[src/rtl/sat_alu_pipe.sv]
// sat_alu_pipe: elastic pipelined SIMD saturating add/sub unit.
// Results carry the scoreboard trans_id; sticky flag tracks saturation.
module sat_alu_pipe #(
  parameter int unsigned XLEN          = 64,
  parameter int unsigned LANES         = 1,
  parameter int unsigned STAGES        = 2,
  parameter int unsigned TRANS_ID_BITS = 3
) (
  input  logic                     clk_i,
  input  logic                     rst_ni,
  input  logic                     flush_i,
  input  logic                     valid_i,
  output logic                     ready_o,
  input  logic [XLEN-1:0]          op_a_i,
  input  logic [XLEN-1:0]          op_b_i,
  input  logic [1:0]               mode_i,
  input  logic [TRANS_ID_BITS-1:0] trans_id_i,
  output logic                     valid_o,
  input  logic                     ready_i,
  output logic [XLEN-1:0]          result_o,
  output logic [TRANS_ID_BITS-1:0] trans_id_o,
  output logic [LANES-1:0]         ovf_o,
  output logic                     sticky_ovf_o,
  input  logic                     clr_sticky_i
);

  localparam int unsigned W = XLEN / LANES;
  localparam logic [W-1:0] SMAX = {1'b0, {(W-1){1'b1}}};
  localparam logic [W-1:0] SMIN = ~SMAX;

  typedef struct packed {
    logic [XLEN-1:0]          res;
    logic [TRANS_ID_BITS-1:0] tid;
    logic [LANES-1:0]         ovf;
  } stage_t;

  stage_t            st_d;
  stage_t            st_q [STAGES];
  logic [STAGES-1:0] vld_q;
  logic [STAGES-1:0] down;

  logic [W-1:0] a;
  logic [W-1:0] b;
  logic [W-1:0] y;
  logic [W:0]   sum;
  logic [W:0]   dif;
  logic         sat;

  always_comb begin
    st_d     = '0;
    st_d.tid = trans_id_i;
    a   = '0;
    b   = '0;
    y   = '0;
    sum = '0;
    dif = '0;
    sat = 1'b0;
    for (int l = 0; l < int'(LANES); l++) begin
      a   = op_a_i[l*W +: W];
      b   = op_b_i[l*W +: W];
      sum = {1'b0, a} + {1'b0, b};
      dif = {1'b0, a} - {1'b0, b};
      unique case (1'b1)
        (mode_i == 2'b00): begin
          sat = (a[W-1] == b[W-1]) &&
                (sum[W-1] != a[W-1]);
          y   = sat ? (a[W-1] ? SMIN : SMAX)
                    : sum[W-1:0];
        end
        (mode_i == 2'b01): begin
          sat = (a[W-1] != b[W-1]) &&
                (dif[W-1] != a[W-1]);
          y   = sat ? (a[W-1] ? SMIN : SMAX)
                    : dif[W-1:0];
        end
        (mode_i == 2'b10): begin
          sat = sum[W];
          y   = sat ? '1 : sum[W-1:0];
        end
        default: begin
          sat = dif[W];
          y   = sat ? '0 : dif[W-1:0];
        end
      endcase
      st_d.res[l*W +: W] = y;
      st_d.ovf[l]        = sat;
    end
  end

  // down[k]: slot k can take a new entry this cycle
  always_comb begin
    down = '0;
    down[STAGES-1] = !vld_q[STAGES-1] || ready_i;
    for (int k = int'(STAGES) - 2; k >= 0; k--) begin
      down[k] = !vld_q[k] || down[k+1];
    end
  end

  assign ready_o = down[0];

  always_ff @(posedge clk_i or negedge rst_ni) begin
    if (!rst_ni) begin
      vld_q <= '0;
      for (int k = 0; k < int'(STAGES); k++) begin
        st_q[k] <= '0;
      end
    end else begin
      if (flush_i) begin
        vld_q[0] <= 1'b0;
      end else if (down[0]) begin
        vld_q[0] <= valid_i;
      end
      if (valid_i && down[0]) begin
        st_q[0] <= st_d;
      end
      for (int k = 1; k < int'(STAGES); k++) begin
        if (flush_i) begin
          vld_q[k] <= 1'b0;
        end else if (down[k]) begin
          vld_q[k] <= vld_q[k-1];
        end
        if (down[k] && vld_q[k-1]) begin
          st_q[k] <= st_q[k-1];
        end
      end
    end
  end

  assign valid_o    = vld_q[STAGES-1];
  assign result_o   = st_q[STAGES-1].res;
  assign trans_id_o = st_q[STAGES-1].tid;
  assign ovf_o      = st_q[STAGES-1].ovf;

  always_ff @(posedge clk_i or negedge rst_ni) begin
    if (!rst_ni) begin
      sticky_ovf_o <= 1'b0;
    end else if (valid_o && ready_i && |ovf_o) begin
      sticky_ovf_o <= 1'b1;
    end else if (clr_sticky_i) begin
      sticky_ovf_o <= 1'b0;
    end
  end

endmodule

[config.mk]
export PLATFORM = sky130hd
export DESIGN_NAME = sat_alu_pipe
export DESIGN_NICKNAME = d
export VERILOG_FILES = /design/src/rtl/sat_alu_pipe.sv
export SDC_FILE = /design/constraint.sdc
export NUM_CORES = 1
export LEC_CHECK = 0
export BUFFER_PORTS_ARGS = -buffer_cell sky130_fd_sc_hd__buf_2
export CAP_MARGIN = 20
export CORE_ASPECT_RATIO = 1.5
export CORE_MARGIN = 4
export CORE_UTILIZATION = 50
export CTS_CLUSTER_DIAMETER = 120
export CTS_CLUSTER_SIZE = 20
export DETAILED_ROUTE_END_ITERATION = 6
export PLACE_DENSITY = 0.71
export REMOVE_ABC_BUFFERS = 1
export SETUP_SLACK_MARGIN = 0.3
export SYNTH_ARGS = -nofsm -noshare
export SYNTH_HDL_FRONTEND = slang
export SYNTH_SLANG_ARGS = --single-unit
[constraint.sdc]
create_clock -name clk_i -period 2.9 [get_ports clk_i]
set_input_delay 0.29 -clock clk_i [delete_from_list [all_inputs] [get_ports clk_i]]
set_output_delay 0.29 -clock clk_i [all_outputs]
set_load 0.005 [all_outputs]
# [After elaboration in Yosys (flattened, before gate mapping)]
# Cells that the tools add are included.
[totals] regBits=139 elab_cells=44 in_bits=139 output_inout_bits=71
[classes] muxes=13 addsub=2 reduce_logical=14 eq_ne=6
[op_table] op="2-to-1 mux 64 bit" n=5
[op_table] op="one-hot mux 64 bit (3 select lines)" n=1
[op_table] op="adder 64 x 64 -> 65 bit" n=1
[op_table] op="subtractor 64 x 64 -> 65 bit" n=1
[op_table] op="logical AND 1 bit" n=6
[op_table] op="2-to-1 mux 1 bit" n=6
[op_table] op="nonzero test 2 bit" n=3
[op_table] op="!= test 1 bit" n=3
[op_table] op="one-hot mux 1 bit (3 select lines)" n=1
[op_table] op="equality test 2 x 1 -> 1 bit, second input constant" n=1
[op_table] op="equality test 2 bit, second input constant" n=1
[op_table] op="zero test 1 bit" n=2
[op_table] op="zero test 2 bit" n=1
[op_table] op="logical OR 1 bit" n=2
[op_table] op="equality test 1 bit" n=1

# [Logic depth before layout (Yosys ltp)]
# Gate-level depths: netlist (run 1).
[logic_depth] ltp_word=5 mapped_depth=26 depth_no_buf=22

# [Worst setup path before layout (run 1)]
# OpenSTA, ideal clock, no wires.
[synth_timing] kind="input-to-reg" start="input op_b_i[2]" end="register st_q[122] (netlist name)" n_path_buf=2 path_slack_ns=-1.663 cell_stages=22 t_required_ns=2.774 setup_time_ns=0.126 arrival_time_ns=4.437 path_cell_list="inv_1 -> ha_1 -> a21oi_1 -> a211oi_1 -> o21ai_1 -> a2111oi_2 -> o211ai_1 -> a2111oi_2 -> o21a_1 -> o22a_1 -> a21oi_1 -> nor2_1 -> nor2_1 -> fa_1 -> nand2_1 -> o31ai_1 -> a21o_1 -> and2_1 -> buf_2 -> clkbuf_1 -> a21oi_1 -> o32a_1"
[synth_between] elab_chain_len=5 elab_cells_between_ends=11 classes_between="add/sub: 2; eq/ne: 2; mux: 5; reduce/logical: 2"
[synth_rtl] element="start: declaration" line="15" text="input logic [XLEN-1:0] op_b_i,"
[synth_rtl] element="subtractor 64 x 64 -> 65 bit / adder 64 x 64 -> 65 bit (equally long branches)" line="62, 61"
[synth_rtl] element="!= test 1 bit, on equally long branches" line="72, 66"
[synth_rtl] element="logical AND 1 bit, on equally long branches" line="71, 65"
[synth_rtl] element="2-to-1 mux 64 bit, on equally long branches" line="73, 67"
[synth_rtl] element="one-hot mux 64 bit (3 select lines) (*)" line="63" text="unique case (1'b1)"
[synth_rtl] element="end signal: indexed assignment" line="123" text="st_q[k] <= st_q[k-1];"
[synth_rtl] element="end: declaration" line="38" text="stage_t st_q [STAGES];"
# Mark *: on every way between the ends. The rest lies on a longest branch, timed or not.
# A chain may end at the register's enable or synchronous reset.

# [Worst setup path after layout (run 1)]
[layout_timing] start="input op_b_i[3]" end="register st_q[113] (netlist name)"
# Same word-level chain as after synthesis.

==> results.yml, run 1 <==
yosys:
  ys_seq_area_share_pct: 23.8
  synth_top_family_by_area: "compound AO/OA/AOI/OAI gates"
  synthArstFlopShare_pct: 100
  synth_cell_type_count: 89
  synth_compound_area_share_pct: 31.1
  synth_fa_ha_area_share_pct: 11.4
  ys.flop_type: "dfrtp_1"
  synth-edff-count: 0
  syn_inst: 1840
  avgSynthCellArea_um2: 7.93
  syn_area_mm2: 0.0146
  synth_mux_area_share_pct: 5.62
  yosys_warnings: 0
  synth-simple-area-share_pct: 15.6
  ys_ff_latch: 139
  synth_xor_area_share_pct: 1.68
power:
  peakVddDrop_uv: 475
  powerDensity_mw_per_mm2: 459
  seqPwrFrac_pct: 27.6
  internal-power_mw: 6.06
  pwr-share-clk_pct: 24.1
  p_switching_mw: 3.85
  p_sw_share_pct: 38.8
  p_leak_nw: 10.4
  combPwrFrac_pct: 48.4
  total_power_mw: 9.91
critical_path:
  critPathKind: "input port to flip-flop"
  slowest_stage: "fa_1"
  slowest_delay_ns: 0.48
  setup.worst_path.end_class: "flip-flop"
  worst_setup_path_start_kind: "input port"
  arrival_ns: 4.90
  cpMostUsedCell: "buf_4"
  crit_fanout: 9
  crit_required_ns: 3.25
  r2r_slack_ns: 0.67
timing:
  fin_hold_ws_ns: 0.00734
  fmax_ghz: 0.220
  setup_viol_count_final: 65
  hold_viol_final: 0
  relSlewSlack_pct: 43.0
  fin_crit_ns: 4.54
  worst_pin_slew_ns: 0.846
  report.final.slew_viol_count: 0
  period_share_pct: 157
  setup_ws_ns: -1.64
  rsz0062_at_grt: "yes"
  fin_skew_ns: 0.0127
floorplan:
  rows: 76
  top_level_ports: 210
  dieArea_mm2: 0.0320
  start_util_pct: 50.8
  die_w_um: 147
  core_mm2: 0.0287
  dieHeight_um: 217
run_status:
  violations: "negative setup slack"
  status: "finished, violations left"
placed_design:
  place_ws_ns: -2.34
  globalplace.congestion: 1.05
  dpl_cell_area_mm2: 0.0203
  hpwl_mm: 52.0
  dp_cells: 2932
  portBuffers: 209
drt:
  drcViolationCount: 0
  wl_per_cell_um: 22.2
  routed_wl_mm: 66.6
  ant_nets: 0
  drt_pre_antenna_iters: 6
  vias: 18210
  viasPerCell: 6.08
  drtIter0Drc: 1495
final_layout:
  drive_above_1_share_pct: 42.6
  nets: 2862
  final_area_mm2: 0.0216
  antenna_cells: 0
  area.growth.synth_to_final_pct: 48.0
  layout.cells.non_filler: 2995
clock_tree:
  cts_made_buffers: 17
  cts.sink_count: 139
  cts_root_buffer: "clkbuf_16"
  cts-htree-levels: 4
  clk_path_buf_depth: 2
  insertion_delay_ns: 0.44
  cts_tree: "yes"
  clkTransAtPathRegs_ns: 0.07
global_routing:
  grt_max_degree: 61
  grt_pass1_wl_mm: 100
  antenna_found_initial: 1
  grt_pass1_vias: 18692
  grt_usage_pct: 39.9
  grt_overflow: 0
flow_run:
  cap_violations: 0
min_path:
  hp-class: "input port to flip-flop"
-- cell usage in the layout (no fill, tap or decap), drive strengths merged, types with 39 or more instances in the layout --
cell / netlist / layout
buf: 116 / 904
a21oi: 225 / 225
nor2: 179 / 179
inv: 140 / 147
dfrtp: 139 / 139
ha: 128 / 128
o21ai: 112 / 112
nand2: 91 / 91
mux2: 71 / 71
o21bai: 39 / 39
-- kinds of logic after synthesis --
kind of cell,Yosys count
and+or+nand+nor,477
buffers and inverters,318
xor gates and xnor gates,28
muxes,73
adders and majority gates,131
DFF,139
AOI/OAI and AO/OA,674
-- critical path: cells and delay by family --
| kind | cells | cell delay [ns] |
|---|---|---|
| adders and majority gates | 2 | 0.79 |
| buffers and inverters | 7 | 0.94 |
| AOI/OAI and AO/OA | 13 | 2.30 |
| and+or+nand+nor | 5 | 0.59 |
-- registers in the layout, indices dropped and copies added, names as in the netlist --
| register | flops |
|---|---|
| sticky_ovf_o | 1 |
| result_o | 64 |
| st_q | 68 |
| ovf_o | 1 |
| trans_id_o | 3 |
| vld_q | 2 |
-- routing by layer --
| metal | part of all wire, % | GRT usage [%] | vias to the layer above |
|---|---|---|---|
| met4 | 11 | 33.3 | 2 |
| li1 | - | - | 8187 |
| met2 | 51 | 74.3 | 1026 |
| met3 | 5.8 | 5.56 | 397 |
| met1 | 32 | 38.4 | 8598 |
| met5 | 0.020 | 0 | - |
-- final cells by class --
cell class                 instances  area, µm²
tap                              390        488
timing repair buffer             906       6590
multi-input combinational       1383       9860
inverter                         145        547
fill                            2149       7130
clock buffer                      18        439
clock inverter                    14        180
sequential                       139       3480
-- worst paths after layout --
path                                  startpoint                  endpoint  depth (start not counted)
min reg2reg                st_q[131]$_DFFE_PN0P_     st_q[131]$_DFFE_PN0P_                          1
min in group asynchronous                 rst_ni      st_q[77]$_DFFE_PN0P_                          2
max in group asynchronous                 rst_ni  result_o[18]$_DFFE_PN0P_                          3
max                                    op_b_i[3]     st_q[113]$_DFFE_PN0P_                         27
max reg2reg                 vld_q[1]$_DFFE_PN0P_     st_q[103]$_DFFE_PN0P_                         10
min                                      flush_i      vld_q[1]$_DFFE_PN0P_                          2
-- per-stage QoR --
step                setup TNS (ns)  utilization, %
floorplan                  -150.16               -
global placement           -126.89            70.6
detailed placement         -141.42            70.6
CTS                         -81.90            74.1
global route               -108.33            75.2
finish                      -97.74            75.2
-- cell usage after synthesis, types with 21 or more instances --
master | n | area share [%]
buf_4 | 71 | 3.7
ha_1 | 128 | 11
o31ai_1 | 29 | 1.5
nand2_1 | 91 | 2.3
dfrtp_1 | 139 | 24
nor3_1 | 30 | 1.0
a221o_1 | 25 | 1.7
nand3_1 | 27 | 0.93
a21oi_1 | 224 | 7.7
xnor2_1 | 26 | 1.6
mux2_2 | 71 | 5.5
o21ai_1 | 21 | 0.72
inv_1 | 140 | 3.6
nor4_1 | 30 | 1.3
a21o_1 | 26 | 1.3
o211ai_1 | 26 | 1.3
nor2b_1 | 28 | 1.2
nor2_1 | 179 | 4.6
o21bai_1 | 38 | 2.0
o22ai_1 | 26 | 1.1
clkbuf_1 | 57 | 1.5
nand4_1 | 27 | 1.2
buf_2 | 32 | 1.1
o21ai_0 | 88 | 3.0
-- power by group through the flow --
stage / clock network, mW / registers (mW) / logic (mW)
after floorplan: 0 / 2.68 / 2.01
after global placement: 0 / 2.71 / 4.35
after detailed placement: 0 / 2.74 / 4.44
after CTS: 2.38 / 2.71 / 4.59
after global routing: 2.47 / 2.77 / 5.10
final: 2.38 / 2.73 / 4.79
-- repair_timing --
action	in CTS	in global routing
resized for setup	75	29
endpoints found under the setup margin	65	65
endpoints found under the hold margin	58	0
cloned	1	1
buffers inserted	13	15
pin swaps	20	13
hold buffers	1	0
Note: power is estimated with default switching activity, not from simulation.
==> run 2: changes to the inputs <==
--- a/config.mk
+++ b/config.mk
@@ -9,11 +9,12 @@
 export CAP_MARGIN = 20
 export CORE_ASPECT_RATIO = 1.5
 export CORE_MARGIN = 4
-export CORE_UTILIZATION = 50
+export CORE_UTILIZATION = 39
 export CTS_CLUSTER_DIAMETER = 120
 export CTS_CLUSTER_SIZE = 20
 export DETAILED_ROUTE_END_ITERATION = 6
-export PLACE_DENSITY = 0.71
+export PLACE_DENSITY = 0.58
+export RECOVER_POWER = 50
 export REMOVE_ABC_BUFFERS = 1
 export SETUP_SLACK_MARGIN = 0.3
 export SYNTH_ARGS = -nofsm -noshare
==> results.yml, run 2 (synthesis gave the netlist of run 1 again) <==
floorplan:
  dieHeight_um: 245
  start_util_pct: 39.6
  rows: 86
  top_level_ports: 210
  core_mm2: 0.0368
  die_w_um: 166
  dieArea_mm2: 0.0406
timing:
  rsz0062_at_grt: "yes"
  report.final.slew_viol_count: 60
  fin_crit_ns: 4.34
  period_share_pct: 150
  setup_viol_count_final: 65
  fin_skew_ns: 0.0136
  worst_pin_slew_ns: 1.70
  fmax_ghz: 0.231
  setup_ws_ns: -1.44
  hold_viol_final: 0
  relSlewSlack_pct: -13.2
final_layout:
  antenna_cells: 0
  final_area_mm2: 0.0219
  register_area_mm2: 0.00348
  drive_above_1_share_pct: 41.8
  fill_cells: 3464
  top_register: "st_q"
  largest_reg_flops: 68
  multi_input_area_mm2: 0.0102
  area.growth.synth_to_final_pct: 50.0
  nets: 2836
  final_cell_mix: "buf_4 (625), a21oi_1 (202), nor2_1 (176)"
  final_common_cell: "buf_4"
critical_path:
  critPathKind: "input port to flip-flop"
  critPathTopFamily: "compound AO/OA/AOI/OAI gates"
  crit_fanout: 8
  worst_setup_path_start_kind: "input port"
  arrival_ns: 4.65
  slowest_stage: "fa_1"
  worst-path-buf-inv: 7
  slowest_delay_ns: 0.50
  crit_required_ns: 3.21
  setup.worst_path.end_class: "flip-flop"
clock_tree:
  cts_root_buffer: "clkbuf_16"
  clk_path_buf_depth: 2
  insertion_delay_ns: 0.44
  cts_tree: "yes"
  cts_made_buffers: 17
  cts.sink_count: 139
  cts-htree-levels: 4
  clkTransAtPathRegs_ns: 0.06
placed_design:
  globalplace.congestion: 0.986
  dpl_cell_area_mm2: 0.0201
  portBuffers: 209
  place_ws_ns: -2.29
  hpwl_mm: 50.8
drt:
  wl_per_cell_um: 21.0
  viasPerCell: 5.66
  ant_nets: 0
  routed_wl_mm: 64.2
  drtIter0Drc: 1105
  drt_pre_antenna_iters: 7
  vias: 17348
  drcViolationCount: 0
global_routing:
  grt_util_met1_pct: 30.8
  grt_pass1_vias: 17991
  grt_overflow: 0
  grt_max_degree: 60
  grt_pass1_wl_mm: 98.4
  grt.busiest_layer: "met2"
  grt_usage_pct: 30.4
  grt_util_met2_pct: 57.4
  antenna_found_initial: 0
  grt_use_met3_pct: 3.83
flow_run:
  cap_violations: 1
power:
  powerDensity_mw_per_mm2: 445
  p_leak_nw: 10.3
  peakVddDrop_uv: 319
run_status:
  status: "finished, violations left"
  violations: "max-capacitance violations, max-slew violations, negative setup slack"
min_path:
  hp-class: "input port to flip-flop"
==> run 2: changes by cell type in the layout (fill, tap and decap cells not counted), sizes merged <==
cell,previous run,this run
buf,904,832
clkinv,8,11
clkbuf,19,65
inv,147,141
clkinvlp,2,5
==> run 2: path summary, 6_finish.rpt <==
check	from	endpoint	slack (ns)	cells after the start
max reg2reg	vld_q[1]$_DFFE_PN0P_	st_q[119]$_DFFE_PN0P_	0.70	8
min	flush_i	vld_q[0]$_DFFE_PN0P_	0.03	2
max	op_b_i[2]	st_q[72]$_DFFE_PN0P_	-1.44	26
max in group asynchronous	rst_ni	result_o[43]$_DFFE_PN0P_	0.45	3
min in group asynchronous	rst_ni	st_q[78]$_DFFE_PN0P_	0.87	2
min reg2reg	result_o[52]$_DFFE_PN0P_	result_o[52]$_DFFE_PN0P_	0.50	1
==> run 2: layout make-up <==
| cell class | instances | area share [%] |
|---|---|---|
| Clock buffer | 18 | 2.01 |
| Clock inverter | 14 | 0.675 |
| Inverter | 145 | 2.51 |
| Multi-Input combinational cell | 1383 | 46.5 |
| Sequential cell | 139 | 15.9 |
| Tap cell | 484 | 2.77 |
| Timing Repair Buffer | 880 | 29.6 |
==> run 2: through the flow <==
stage	cells	hold WS, ns	power [mW]	setup TNS, ns	utilization (%)
floorplan	1667	-0.00559	4.69	-150.16	-
global placement	2987	0.310	7.04	-137.66	54.6
detailed placement	2987	0.313	7.10	-140.68	54.6
CTS	3055	0.0168	9.63	-83.69	58.7
global route	3063	0.0215	10.2	-103.42	59.5
finish	3063	0.0269	9.74	-88.24	59.5
==> run 2: repair_timing <==
item | CTS | global route
buffers inserted | 28 | 8
pin swaps | 48 | 45
setup endpoints to repair | 65 | 65
endpoints found under the hold margin | 56 | 0
hold buffers | 1 | 0
cloned | 7 | 0
resized for setup | 124 | 58
==> run 2: routing by layer <==
layer	part of all wire (%)	up-vias	wire length, µm
li1	-	8121	-
met1	35	8313	22500
met2	53	672	33800
met3	4.0	242	2570
met4	8.3	0	5340
met5	0	-	0
==> run 2: report_power, final <==
group	internal, mW	switching [mW]
registers	2.42	0.319
clock network	1.29	0.953
logic	2.30	2.46
==> run 3: changes to the inputs <==
--- a/config.mk
+++ b/config.mk
@@ -7,7 +7,7 @@
 export LEC_CHECK = 0
 export BUFFER_PORTS_ARGS = -buffer_cell sky130_fd_sc_hd__buf_2
 export CAP_MARGIN = 20
-export CORE_ASPECT_RATIO = 1.5
+export CORE_ASPECT_RATIO = 2
 export CORE_MARGIN = 4
 export CORE_UTILIZATION = 39
 export CTS_CLUSTER_DIAMETER = 120
@@ -17,6 +17,7 @@
 export RECOVER_POWER = 50
 export REMOVE_ABC_BUFFERS = 1
 export SETUP_SLACK_MARGIN = 0.3
+export SLEW_MARGIN = 10
 export SYNTH_ARGS = -nofsm -noshare
 export SYNTH_HDL_FRONTEND = slang
 export SYNTH_SLANG_ARGS = --single-unit
==> results.yml, run 3 (synthesis gave the netlist of run 1 again) <==
run_status:
  status: "finished, violations left"
  violations: "max-capacitance violations, max-slew violations, negative setup slack"
final_layout:
  nets: 2867
  register_area_mm2: 0.00348
  largest_reg_flops: 68
  fin_util_pct: 59.1
  fill_cells: 3509
  multi_input_area_mm2: 0.0100
  area.growth.synth_to_final_pct: 50.1
  final_cell_mix: "buf_4 (660), a21oi_1 (201), nor2_1 (176)"
  final_common_cell: "buf_4"
  drive_above_1_share_pct: 41.8
  top_register: "st_q"
  final_area_mm2: 0.0219
  layout.cells.non_filler: 3072
critical_path:
  crit_fanout: 11
  arrival_ns: 4.57
  crit_required_ns: 3.24
  worst_setup_path_start_kind: "input port"
  critPathKind: "input port to flip-flop"
  setup.worst_path.end_class: "flip-flop"
drt:
  vias: 17814
  routed_wl_mm: 72.2
  drtIter0Drc: 988
  ant_nets: 0
  drcViolationCount: 0
  drt_pre_antenna_iters: 5
  wl_per_cell_um: 23.5
  viasPerCell: 5.80
floorplan:
  core_mm2: 0.0370
  die_w_um: 145
  rows: 100
  start_util_pct: 39.4
  dieArea_mm2: 0.0408
  dieHeight_um: 282
  top_level_ports: 210
timing:
  report.final.slew_viol_count: 64
  fin_skew_ns: 0.0110
  period_share_pct: 146
  hold_viol_final: 0
  relSlewSlack_pct: -18.2
  setup_viol_count_final: 65
  fmax_ghz: 0.236
  worst_pin_slew_ns: 1.77
  fin_crit_ns: 4.23
  rsz0062_at_grt: "yes"
  setup_ws_ns: -1.33
power:
  combPwrFrac_pct: 49.7
  internal-power_mw: 5.85
  pwr-share-clk_pct: 22.2
  powerDensity_mw_per_mm2: 446
  total_power_mw: 9.77
  p_sw_share_pct: 40.1
  seqPwrFrac_pct: 28.1
  peakVddDrop_uv: 499
  p_switching_mw: 3.92
  p_leak_nw: 10.3
global_routing:
  grt_pass1_vias: 18398
  antenna_found_initial: 2
  grt_usage_pct: 34.6
  grt_max_degree: 64
  grt_pass1_wl_mm: 105
  grt_overflow: 0
flow_run:
  cap_violations: 1
clock_tree:
  cts_made_buffers: 17
  cts_root_buffer: "clkbuf_16"
  cts_tree: "yes"
  clk_path_buf_depth: 2
  insertion_delay_ns: 0.46
  clkTransAtPathRegs_ns: 0.07
  cts.sink_count: 139
  cts-htree-levels: 4
placed_design:
  hpwl_mm: 58.6
  globalplace.congestion: 1.05
  dpl_cell_area_mm2: 0.0204
  portBuffers: 209
  place_ws_ns: -2.08
  dp_cells: 3001
min_path:
  hp-class: "input port to flip-flop"
run 3: through the flow:
stage	setup TNS, ns	hold WS, ns
final	-80.42	0.0283
after global placement	-125.05	0.318
after CTS	-72.35	0.0170
after detailed placement	-127.26	0.326
after floorplan	-150.16	-0.00559
after global routing	-92.99	0.0214
run 3: cell type report:
cell class | instances | share of cell area (%)
Timing Repair Buffer | 911 | 30.6
Sequential cell | 139 | 15.9
Multi-Input combinational cell | 1383 | 45.8
Clock buffer | 17 | 1.94
Tap cell | 459 | 2.62
Inverter | 145 | 2.51
Antenna cell | 3 | 0.0343
Clock inverter | 15 | 0.577
run 3: per-layer routing:
metal  global-route usage, %  wire, µm
met5                       0         0
met4                    33.6      8770
met3                    4.87      2990
met2                    65.5     39500
met1                    28.9     20900
run 3: power groups by stage:
| stage | combinational [mW] | sequential (mW) | clock [mW] |
|---|---|---|---|
| after floorplan | 2.01 | 2.68 | 0 |
| after global placement | 4.51 | 2.75 | 0 |
| after detailed placement | 4.56 | 2.77 | 0 |
| after CTS | 4.78 | 2.74 | 2.19 |
| after global routing | 5.17 | 2.79 | 2.27 |
| final | 4.86 | 2.75 | 2.17 |
run 3: final timing paths:
path	startpoint	slack, ns	depth (start not counted)	to
setup / recovery	op_b_i[10]	-1.33	25	st_q[102]$_DFFE_PN0P_
hold / removal	clr_sticky_i	0.03	2	sticky_ovf_o$_DFFE_PN0P_
setup reg to reg	vld_q[1]$_DFFE_PN0P_	0.53	10	st_q[114]$_DFFE_PN0P_
hold reg to reg	st_q[84]$_DFFE_PN0P_	0.50	1	st_q[84]$_DFFE_PN0P_
max in group asynchronous	rst_ni	0.65	3	result_o[53]$_DFFE_PN0P_
min in group asynchronous	rst_ni	0.83	2	result_o[8]$_DFFE_PN0P_
run 3: what timing repair did:
item,4_1_cts,5_1_grt
hold buffers,2,0
cloned,4,1
pin swaps,31,17
setup endpoints to repair,65,65
resized for setup,99,43
setup buffers,25,3
hold endpoints to repair,62,0
run 3: worst max-delay path: stages:
cell       delay [ns]
buf_2            0.09
inv_1            0.06
ha_4             0.27
inv_1            0.06
nor3_2           0.24
buf_4            0.15
o21ai_2          0.07
a2111oi_4        0.32
o211ai_1         0.12
buf_4            0.17
a2111oi_4        0.32
o21a_1           0.16
o22a_1           0.14
a21oi_1          0.06
nor2_1           0.09
nor2_1           0.06
fa_1             0.50
nand2_1          0.06
o31ai_1          0.20
a21o_1           0.20
nand2_4          0.14
bufbuf_16        0.32
a221o_1          0.32
o21ai_1          0.09
a21oi_1          0.08
